$ cat src/rtl/fitness_eval_if.sv
// Handshake bundle for fitness_eval_pipe: one individual in, one scored result out.
// The slave side is the evaluator; the master side is whoever feeds and drains it.
interface fitness_eval_if #(
   parameter int DATA_WIDTH     = 4,
   parameter int LATTICE_LENGTH = 11,
   parameter int IDX_WIDTH      = 6
);
   localparam int ENERGY_WIDTH = DATA_WIDTH + 2 + $clog2(LATTICE_LENGTH);

   logic                             in_valid_i;
   logic                             in_ready_o;
   logic [IDX_WIDTH-1:0]             ind_idx_i;
   logic [LATTICE_LENGTH*DATA_WIDTH-1:0] individual_vec_i;

   logic                             out_valid_o;
   logic                             out_ready_i;
   logic [ENERGY_WIDTH-1:0]          total_energy_o;
   logic [IDX_WIDTH-1:0]             ind_idx_o;
   logic                             code_err_o;
   logic                             done_o;
   logic [ENERGY_WIDTH-1:0]          best_energy_o;
   logic [IDX_WIDTH-1:0]             best_idx_o;

   modport slave (
      input  in_valid_i, ind_idx_i, individual_vec_i, out_ready_i,
      output in_ready_o, out_valid_o, total_energy_o, ind_idx_o,
             code_err_o, done_o, best_energy_o, best_idx_o
   );

   modport master (
      output in_valid_i, ind_idx_i, individual_vec_i, out_ready_i,
      input  in_ready_o, out_valid_o, total_energy_o, ind_idx_o,
             code_err_o, done_o, best_energy_o, best_idx_o
   );
endinterface

$ cat src/rtl/fitness_eval_pipe.sv
// fitness_eval_pipe: 3-stage lattice energy evaluator (lookup, adder tree, final sum).
// Define FITNESS_BEST_TRACK_EN to add the per-generation minimum-energy tracker.
module fitness_eval_pipe #(
   parameter int NUM_PARTICLE_TYPE = 3,
   parameter int DATA_WIDTH        = 4,
   parameter int LATTICE_LENGTH    = 11,
   parameter int POP_SIZE          = 50,
   parameter int IDX_WIDTH         = 6,
   parameter int PERIODIC          = 0
) (
   input  logic                                                 clk_i,
   input  logic                                                 rst_i,
   input  logic                                                 wr_initial_i,
   input  logic [NUM_PARTICLE_TYPE*DATA_WIDTH-1:0]              self_energy_vec_i,
   input  logic [NUM_PARTICLE_TYPE*NUM_PARTICLE_TYPE*DATA_WIDTH-1:0] interact_matrix_i,
   fitness_eval_if.slave                                        bus
);

   localparam int ENERGY_WIDTH = DATA_WIDTH + 2 + $clog2(LATTICE_LENGTH);
   localparam int BOND_W       = DATA_WIDTH + 1;
   localparam int CNT_W        = (POP_SIZE > 1) ? $clog2(POP_SIZE) : 1;

   function automatic logic code_ok(input logic [DATA_WIDTH-1:0] code);
      return int'(code) < NUM_PARTICLE_TYPE;
   endfunction

   logic [DATA_WIDTH-1:0] se_q [NUM_PARTICLE_TYPE];
   logic [DATA_WIDTH-1:0] im_q [NUM_PARTICLE_TYPE][NUM_PARTICLE_TYPE];

   always_ff @(posedge clk_i) begin
      if (rst_i) begin
         for (int k = 0; k < NUM_PARTICLE_TYPE; k++) begin
            se_q[k] <= '0;
            for (int j = 0; j < NUM_PARTICLE_TYPE; j++) im_q[k][j] <= '0;
         end
      end else if (wr_initial_i) begin
         for (int k = 0; k < NUM_PARTICLE_TYPE; k++) begin
            se_q[k] <= self_energy_vec_i[k*DATA_WIDTH +: DATA_WIDTH];
            for (int j = 0; j < NUM_PARTICLE_TYPE; j++)
               im_q[k][j] <= interact_matrix_i[(k*NUM_PARTICLE_TYPE+j)*DATA_WIDTH +: DATA_WIDTH];
         end
      end
   end

   logic stall;
   logic accept;
   logic fire;
   logic vld_p0, vld_p1, vld_p2;

   assign stall          = vld_p2 && !bus.out_ready_i;
   assign bus.in_ready_o = !rst_i && !wr_initial_i && !stall;
   assign accept         = bus.in_valid_i && bus.in_ready_o;
   assign fire           = vld_p2 && bus.out_ready_i;

   // Lookup: a code outside the table matches no entry, so it contributes 0 everywhere.
   logic [DATA_WIDTH-1:0] code_c [LATTICE_LENGTH];
   logic [DATA_WIDTH-1:0] se_c   [LATTICE_LENGTH];
   logic [BOND_W-1:0]     bond_c [LATTICE_LENGTH];
   logic                  err_c;

   always_comb begin
      err_c = 1'b0;
      for (int s = 0; s < LATTICE_LENGTH; s++) begin
         code_c[s] = bus.individual_vec_i[s*DATA_WIDTH +: DATA_WIDTH];
         se_c[s]   = '0;
         err_c     = err_c | !code_ok(code_c[s]);
         for (int k = 0; k < NUM_PARTICLE_TYPE; k++)
            if (code_c[s] == DATA_WIDTH'(k)) se_c[s] = se_q[k];
      end
   end

   always_comb begin
      for (int s = 0; s < LATTICE_LENGTH; s++) begin
         bond_c[s] = '0;
         if (s < LATTICE_LENGTH-1 || PERIODIC != 0) begin
            for (int i = 0; i < NUM_PARTICLE_TYPE; i++)
               for (int j = 0; j < NUM_PARTICLE_TYPE; j++)
                  if (code_c[s] == DATA_WIDTH'(i) &&
                      code_c[(s+1) % LATTICE_LENGTH] == DATA_WIDTH'(j))
                     bond_c[s] = {im_q[i][j], 1'b0};
         end
      end
   end

   logic [DATA_WIDTH-1:0] se_p0   [LATTICE_LENGTH];
   logic [BOND_W-1:0]     bond_p0 [LATTICE_LENGTH];
   logic                  err_p0;
   logic [IDX_WIDTH-1:0]  idx_p0;

   always_ff @(posedge clk_i) begin
      if (rst_i) begin
         vld_p0  <= 1'b0;
         err_p0  <= 1'b0;
         idx_p0  <= '0;
         se_p0   <= '{default: '0};
         bond_p0 <= '{default: '0};
      end else if (!stall) begin
         vld_p0  <= accept;
         err_p0  <= err_c;
         idx_p0  <= bus.ind_idx_i;
         se_p0   <= se_c;
         bond_p0 <= bond_c;
      end
   end

   // Adder tree: self and bond terms reduced separately, joined in the last stage.
   logic [ENERGY_WIDTH-1:0] se_sum_c, bond_sum_c;

   always_comb begin
      se_sum_c   = '0;
      bond_sum_c = '0;
      for (int s = 0; s < LATTICE_LENGTH; s++) begin
         se_sum_c   = se_sum_c + ENERGY_WIDTH'(se_p0[s]);
         bond_sum_c = bond_sum_c + ENERGY_WIDTH'(bond_p0[s]);
      end
   end

   logic [ENERGY_WIDTH-1:0] se_sum_p1, bond_sum_p1;
   logic                    err_p1;
   logic [IDX_WIDTH-1:0]    idx_p1;

   always_ff @(posedge clk_i) begin
      if (rst_i) begin
         vld_p1      <= 1'b0;
         err_p1      <= 1'b0;
         idx_p1      <= '0;
         se_sum_p1   <= '0;
         bond_sum_p1 <= '0;
      end else if (!stall) begin
         vld_p1      <= vld_p0;
         err_p1      <= err_p0;
         idx_p1      <= idx_p0;
         se_sum_p1   <= se_sum_c;
         bond_sum_p1 <= bond_sum_c;
      end
   end

   // Final sum and output register.
   logic [ENERGY_WIDTH-1:0] energy_p2;
   logic                    err_p2;
   logic [IDX_WIDTH-1:0]    idx_p2;

   always_ff @(posedge clk_i) begin
      if (rst_i) begin
         vld_p2    <= 1'b0;
         err_p2    <= 1'b0;
         idx_p2    <= '0;
         energy_p2 <= '0;
      end else if (!stall) begin
         vld_p2    <= vld_p1;
         err_p2    <= err_p1;
         idx_p2    <= idx_p1;
         energy_p2 <= se_sum_p1 + bond_sum_p1;
      end
   end

   assign bus.out_valid_o    = vld_p2;
   assign bus.total_energy_o = energy_p2;
   assign bus.ind_idx_o      = idx_p2;
   assign bus.code_err_o     = err_p2;

   logic [CNT_W-1:0] gen_cnt;
   logic             gen_last;

   assign gen_last   = (gen_cnt == CNT_W'(POP_SIZE-1));
   assign bus.done_o = fire && gen_last && !rst_i;

   always_ff @(posedge clk_i) begin
      if (rst_i)     gen_cnt <= '0;
      else if (fire) gen_cnt <= gen_last ? '0 : gen_cnt + 1'b1;
   end

`ifdef FITNESS_BEST_TRACK_EN
   logic [ENERGY_WIDTH-1:0] best_energy_q;
   logic [IDX_WIDTH-1:0]    best_idx_q;

   // Strict less-than keeps the earliest individual on ties; count 0 starts a new generation.
   always_ff @(posedge clk_i) begin
      if (rst_i) begin
         best_energy_q <= '0;
         best_idx_q    <= '0;
      end else if (fire && (gen_cnt == '0 || energy_p2 < best_energy_q)) begin
         best_energy_q <= energy_p2;
         best_idx_q    <= idx_p2;
      end
   end

   assign bus.best_energy_o = best_energy_q;
   assign bus.best_idx_o    = best_idx_q;
`else
   assign bus.best_energy_o = '0;
   assign bus.best_idx_o    = '0;
`endif

endmodule

$ cat src/flat_wrapper.sv
// flat-port wrapper written by rule: the top's interface ports become plain ports
module fitness_eval_pipe_flat 
#(
   parameter int NUM_PARTICLE_TYPE = 3,
   parameter int DATA_WIDTH        = 4,
   parameter int LATTICE_LENGTH    = 11,
   parameter int POP_SIZE          = 50,
   parameter int IDX_WIDTH         = 6,
   parameter int PERIODIC          = 0
)
  (clk_i, rst_i, wr_initial_i, self_energy_vec_i, interact_matrix_i, bus_in_valid_i, bus_ind_idx_i, bus_individual_vec_i, bus_out_ready_i, bus_in_ready_o, bus_out_valid_o, bus_total_energy_o, bus_ind_idx_o, bus_code_err_o, bus_done_o, bus_best_energy_o, bus_best_idx_o);
  fitness_eval_if #(.DATA_WIDTH(DATA_WIDTH), .LATTICE_LENGTH(LATTICE_LENGTH), .IDX_WIDTH(IDX_WIDTH)) bus_i ();
  input  logic clk_i;
  input  logic rst_i;
  input  logic wr_initial_i;
  input  logic [NUM_PARTICLE_TYPE*DATA_WIDTH-1:0] self_energy_vec_i;
  input  logic [NUM_PARTICLE_TYPE*NUM_PARTICLE_TYPE*DATA_WIDTH-1:0] interact_matrix_i;
  input wire logic [$bits(bus_i.in_valid_i)-1:0] bus_in_valid_i;
  input wire logic [$bits(bus_i.ind_idx_i)-1:0] bus_ind_idx_i;
  input wire logic [$bits(bus_i.individual_vec_i)-1:0] bus_individual_vec_i;
  input wire logic [$bits(bus_i.out_ready_i)-1:0] bus_out_ready_i;
  output wire logic [$bits(bus_i.in_ready_o)-1:0] bus_in_ready_o;
  output wire logic [$bits(bus_i.out_valid_o)-1:0] bus_out_valid_o;
  output wire logic [$bits(bus_i.total_energy_o)-1:0] bus_total_energy_o;
  output wire logic [$bits(bus_i.ind_idx_o)-1:0] bus_ind_idx_o;
  output wire logic [$bits(bus_i.code_err_o)-1:0] bus_code_err_o;
  output wire logic [$bits(bus_i.done_o)-1:0] bus_done_o;
  output wire logic [$bits(bus_i.best_energy_o)-1:0] bus_best_energy_o;
  output wire logic [$bits(bus_i.best_idx_o)-1:0] bus_best_idx_o;
  assign bus_i.in_valid_i = bus_in_valid_i;
  assign bus_i.ind_idx_i = bus_ind_idx_i;
  assign bus_i.individual_vec_i = bus_individual_vec_i;
  assign bus_i.out_ready_i = bus_out_ready_i;
  assign bus_in_ready_o = bus_i.in_ready_o;
  assign bus_out_valid_o = bus_i.out_valid_o;
  assign bus_total_energy_o = bus_i.total_energy_o;
  assign bus_ind_idx_o = bus_i.ind_idx_o;
  assign bus_code_err_o = bus_i.code_err_o;
  assign bus_done_o = bus_i.done_o;
  assign bus_best_energy_o = bus_i.best_energy_o;
  assign bus_best_idx_o = bus_i.best_idx_o;
  fitness_eval_pipe #(.NUM_PARTICLE_TYPE(NUM_PARTICLE_TYPE), .DATA_WIDTH(DATA_WIDTH), .LATTICE_LENGTH(LATTICE_LENGTH), .POP_SIZE(POP_SIZE), .IDX_WIDTH(IDX_WIDTH), .PERIODIC(PERIODIC)) u_core (.clk_i(clk_i), .rst_i(rst_i), .wr_initial_i(wr_initial_i), .self_energy_vec_i(self_energy_vec_i), .interact_matrix_i(interact_matrix_i), .bus(bus_i));
endmodule
$ cat config.mk
export PLATFORM = sky130hd
export DESIGN_NAME = fitness_eval_pipe_flat
export DESIGN_NICKNAME = d
export VERILOG_FILES = /design/src/rtl/fitness_eval_if.sv /design/src/rtl/fitness_eval_pipe.sv /design/src/flat_wrapper.sv
export SDC_FILE = /design/constraint.sdc
export NUM_CORES = 1
export LEC_CHECK = 0
export CORE_MARGIN = 1
export CORE_UTILIZATION = 50
export CTS_CLUSTER_SIZE = 12
export DETAILED_ROUTE_END_ITERATION = 7
export GPL_TIMING_DRIVEN = 0
export PLACE_DENSITY = 0.79
export SLEW_MARGIN = 25
export SYNTH_ARGS = -nofsm -noshare
export SYNTH_HDL_FRONTEND = slang
export SYNTH_SLANG_ARGS = --single-unit
$ cat constraint.sdc
create_clock -name clk_i -period 9.4 [get_ports clk_i]
set_clock_uncertainty 0.15 [all_clocks]
set_input_delay 1.41 -clock clk_i [delete_from_list [all_inputs] [get_ports clk_i]]
set_output_delay 1.41 -clock clk_i [all_outputs]
set_load 0.01 [all_outputs]
# Word-level counts from Yosys, hierarchy flattened
# Memories as Yosys holds them, arrays and structs flattened.
# Cells that the tools add are included.
[classes] eq_ne=23 add_sub_neg=21 n_bitwise=22 n_reduce_logical=123 n_mux=141 n_lt_le_gt_ge=11
[ops] cell="$mux 5" n=90
[ops] cell="$mux 4" n=45
[ops] cell="$logic_and 1x1->1" n=97
[ops] cell="$add 10x4->10" n=9
[ops] cell="$add 10x5->10" n=8
[ops] cell="$eq 4x1->1 const B" n=11
[ops] cell="$eq 4x2->1 const B" n=11
[ops] cell="$logic_not 4->1" n=11
[ops] cell="$lt 4x2->1 const B" n=11
[ops] cell="$or 1x1->1" n=22
[ops] cell="$logic_not 1->1" n=15
[ops] cell="$add 10x10->10" n=1
[ops] cell="$add 5x5->6" n=1
[ops] cell="$add 6x1->6 const B" n=1
[ops] cell="$eq 6x6->1 const B" n=1
[ops] cell="$mux 6" n=1
[ops] cell="$add 4x4->5" n=1
[ops] cell="$mux 1" n=5
[word_totals] mem_bits_rw=48 regBits=154 memories=2
[memory_table] memory="u_core.im_q" depth=3 width=12 rd=3 rd_clocked_by_memory_dff=0 wr=3 line="fitness_eval_pipe.sv:28" text="logic [DATA_WIDTH-1:0] im_q [NUM_PARTICLE_TYPE][NUM_PARTICLE_TYPE];"
[memory_table] memory="u_core.se_q" depth=3 width=4 rd=3 rd_clocked_by_memory_dff=0 wr=3 line="fitness_eval_pipe.sv:27" text="logic [DATA_WIDTH-1:0] se_q [NUM_PARTICLE_TYPE];"

# Longest topological paths before layout
[depth] ltp_word=12 depth_mapped=19 depth_no_buf=19

# Worst setup path before layout
# Ideal clock, no wire load.
[synth_timing] path_type="flip-flop to flip-flop" startpoint="reg u_core.se_p0[36] (netlist bit)" endpoint="reg u_core.se_sum_p1[6]" path_buffers=0 required_time_ps=9128 path_slack_ps=4041 setup_time_ps=122 stages_incl_launch_ff=19 arrival_ps=5087 path_cell_list="dfxtp_1 ha_1 fa_1 xor2_1 fa_1 inv_1 fa_1 inv_1 fa_1 inv_1 fa_1 inv_1 fa_1 ha_1 a21o_1 a21oi_1 o21ai_0 mux2i_1 a311o_1"
[synth_between] elab_chain_len=10
[synth_rtl] item="start: declaration" line="fitness_eval_pipe.sv:85" text="logic [DATA_WIDTH-1:0] se_p0 [LATTICE_LENGTH];"
[synth_rtl] item="start signal: assignment" line="fitness_eval_pipe.sv:95" text="se_p0 <= '{default: '0};"
[synth_rtl] item="start signal: assignment" line="fitness_eval_pipe.sv:101" text="se_p0 <= se_c;"
[synth_rtl] item="$add 4x4->5" line="fitness_eval_pipe.sv:113" text="se_sum_c = se_sum_c + ENERGY_WIDTH'(se_p0[s]);"
[synth_rtl] item="$add 10x4->10 (9 in a row)" line="fitness_eval_pipe.sv:113"
[synth_rtl] item="end signal: assignment" line="fitness_eval_pipe.sv:133" text="se_sum_p1 <= se_sum_c;"
[synth_rtl] item="end: declaration" line="fitness_eval_pipe.sv:118" text="logic [ENERGY_WIDTH-1:0] se_sum_p1, bond_sum_p1;"
# Every way passes these cells.
# A chain may end at the register's enable or synchronous reset.

# Worst setup path after layout
[layout_timing] startpoint="reg u_core.se_p0[40] (netlist bit)" endpoint="reg u_core.se_sum_p1[6]"
# The elaborated chain is that of the path after synthesis.

==> reports/qor.csv <==
stage,metric,value,unit
job,Max Cap Viol,0,
floorplanning,Initial Utilization,50.8,%
route,Antenna Violating Nets Remaining,0,
clock_network,post-CTS setup buffers,0,
grt,GRT Total Usage,39.4,%
power_and_ir_drop,Total Power,2160,µW
yosys,mapped cell area,14600,µm²
timing,Final period util,60.6,%
timing,Fin Setup TNS,0,ps
floorplanning,die area,29800,µm²
timing,Hold Worst Slack,303,ps
finish,Layout area overhead,15.8,%
route,via-per-instance ratio,6.52,
finish,FF/Latch Area,4240,µm²
finish,combined area of the multi-input logic cells,9330,µm²
timing,post-route minimum period,5700,ps
clock_network,# clock sinks,188,
route,Iter 0 DRT Violations,2078,
yosys,Avg Inst Size Synth,8.14,µm²
hold_path,worst min path class,flip-flop to flip-flop,
setup_path,Critical Path AT,5900,ps
grt,first-pass GRT wire length,88300,µm
finish,design area,16900,µm²
yosys,Synth Warn #,0,
finish,nets,2140,
timing,final setup vio count,0,
grt,total grt overflow,0,
timing,pins over their slew limit,0,
yosys,Seq cells post-synth,188,
yosys,Synth Instances,1790,
timing,unrepaired setup endpoints after global routing,no,
timing,fmax,175,MHz
floorplanning,Die X,173,µm
placement,hpwl dp,42700,µm
power_and_ir_drop,pwr/cell area,128,nW/µm²
placement,PortBufs,112,
clock_network,Clock Pin Slew Worst Setup and Hold Paths,80,ps
grt,pin count of the biggest net entering global routing,49,
floorplanning,# rows,62,
clock_network,CTS Root Buffer Type,clkbuf_16,
yosys,asr flop ratio synth,0,%
grt,vias in the first global route,14476,
placement,Post-DP Area,16300,µm²
floorplanning,DIE HEIGHT,173,µm
route,Vias,15223,
floorplanning,I/O pins,139,
yosys,synth unique cells,74,
timing,Worst slew margin,21.2,%
yosys,Main synth FF type,dfxtp_1,
setup_path,crit-path max FO,2,
route,TritonRoute pass-1 iters,6,
clock_network,Skew-Pair Late Insertion Delay,460,ps
clock_network,total CTS buffers,17,
status,outcome,"finished, final reports clean",
clock_network,CTS tree,yes,
finish,Fillers,2653,
timing,Fin. Hold Viols,0,
timing,worst-margin pin slew,1180,ps
clock_network,Clock Path Buffers,2,
placement,routability cong.,1.07,
setup_path,Crit. End Element,flip-flop,
clock_network,post-cts hold buffer count,0,
finish,layout cell share with drive strength beyond 1,5.69,%
grt,initial antenna violation count,0,
power_and_ir_drop,VDD IR max,125,µV
floorplanning,Core ar.,28700,µm²
setup_path,nature of the critical path startpoint,flip-flop,
power_and_ir_drop,static leakage,0.00638,µW
clock_network,post-cts resize count,0,
route,final routed DRC violation total,0,
route,final wirelength,59100,µm
yosys,sequential fraction of the synthesis area,29.1,%
clock_network,CTS H-tree lvls,4,
setup_path,CP required,9600,ps
yosys,Post-synth EDFFs,48,
setup_path,Setup Crit Path Kind,flip-flop to flip-flop,
route,routed wire length per instance,25.3,µm
==> worst paths after layout <==
kind	start	end	slack, ps	cells past startpoint
min	u_core.bus.ind_idx_o[0]	u_core.bus.ind_idx_o[0]	300	2
max reg2reg	u_core.se_p0[40]	u_core.se_sum_p1[6]	3700	18
max	u_core.se_p0[40]	u_core.se_sum_p1[6]	3700	18
min reg2reg	u_core.bus.ind_idx_o[0]	u_core.bus.ind_idx_o[0]	300	2
==> registers in the layout, indices dropped and copies added, names as in the netlist <==
register / count
u_core.se_sum_p1: 8
u_core.bus.total_energy_o: 10
u_core.vld_p0: 1
u_core.idx_p1: 6
u_core.bus.ind_idx_o: 6
u_core.se_p0: 44
u_core.gen_cnt: 6
u_core.bond_sum_p1: 8
u_core.idx_p0: 6
u_core.bus.code_err_o: 1
u_core.se_q: 12
u_core.im_q: 36
u_core.vld_p1: 1
u_core.bond_p0: 40
u_core.err_p0: 1
u_core.err_p1: 1
u_core.bus.out_valid_o: 1
==> critical path: stages (launching register included) <==
cell and delay [ps]:
dfxtp_1 340, ha_1 230, fa_1 460, xor2_1 190, fa_1 550, inv_1 60, fa_1 520, inv_1 50
fa_1 520, inv_1 50, fa_1 530, inv_1 60, fa_1 500, ha_1 310, a21o_1 160, a21oi_1 220
o21ai_0 190, mux2i_1 150, a311o_1 330
==> per-layer routing <==
layer	GRT usage, %	wire length, µm	up-vias
met2	58.7	25200	1108
met3	10.9	7190	256
met4	23.1	3660	2
li1	-	-	6705
met1	51.0	23000	7152
met5	0.641	46	-
==> synthesized netlist by cell type, types with 15 or more instances <==
library cell | number | area, µm²
nand2_1 | 172 | 646
o22ai_1 | 48 | 300
a21oi_1 | 102 | 510
nand2b_1 | 28 | 175
inv_1 | 78 | 293
dfxtp_1 | 140 | 2800
ha_1 | 41 | 513
o22a_1 | 15 | 131
o2bb2ai_1 | 24 | 210
o221ai_1 | 17 | 149
mux2i_1 | 67 | 671
buf_1 | 32 | 120
o21ai_0 | 126 | 631
nor2_1 | 155 | 582
a31oi_1 | 23 | 144
and2_1 | 51 | 319
a2bb2oi_1 | 22 | 193
nor3_1 | 48 | 240
buf_4 | 19 | 143
edfxtp_1 | 48 | 1440
nor2b_1 | 44 | 275
fa_1 | 59 | 1180
buf_2 | 17 | 85.1
a22oi_1 | 67 | 503
clkbuf_1 | 118 | 443
nand3_1 | 21 | 105
==> stage by stage <==
| stage | std cells | util [%] | worst slack, ps |
|---|---|---|---|
| global placement | 2301 | 56.6 | 3820 |
| detailed placement | 2302 | 56.6 | 3710 |
| finish | 2335 | 58.8 | 3700 |
| global route | 2334 | 58.8 | 3450 |
| CTS | 2334 | 58.7 | 3690 |
| floorplan | 1805 | - | 4040 |
==> power by group <==
group	switching (µW)	leakage, µW	total (µW)	internal [µW]
combinational	331	0.00443	507	176
sequential	24.1	0.00165	888	864
clock	389	0.000295	761	372
==> final cells by class <==
type	count	area share [%]
multi-input combinational	1352	55.3
antenna	1	0.0148
timing repair buffer	113	6.69
tap	384	2.85
sequential	188	25.1
clock buffer	19	2.68
buffer	187	4.76
inverter	78	1.73
clock inverter	13	0.853
==> kinds of logic (layout without fill, tap and decap cells) <==
group	count (synthesis)	in the layout	synth area share [%]
AOI/OAI and AO/OA	544	544	24.6
DFF	188	188	29.1
buffers and inverters	265	410	7.51
muxes	80	80	5.61
other	1	17	0.0257
xor gates and xnor gates	14	14	0.841
and+or+nand+nor	598	598	20.7
adders and majority gates	100	100	11.6
==> layout by cell type (no fill, tap or decap), drive strengths merged, types with 16 or more instances in the layout <==
cell type / synthesis / final
clkbuf: 118 / 138
a21oi: 102 / 102
o2bb2ai: 24 / 24
o221ai: 17 / 17
nand2: 172 / 172
o22ai: 48 / 48
edfxtp: 48 / 48
conb: 1 / 16
clkdlybuf4s50: 0 / 112
a22oi: 67 / 67
fa: 59 / 59
mux2i: 67 / 67
nor2b: 44 / 44
dfxtp: 140 / 140
nand2b: 28 / 28
and2: 51 / 51
o21ai: 129 / 129
nor2: 156 / 156
a2bb2oi: 22 / 22
inv: 78 / 86
a31oi: 23 / 23
nor3: 54 / 54
ha: 41 / 41
buf: 69 / 69
nand3: 21 / 21
No activity file was read; power rests on OpenSTA's default activity.
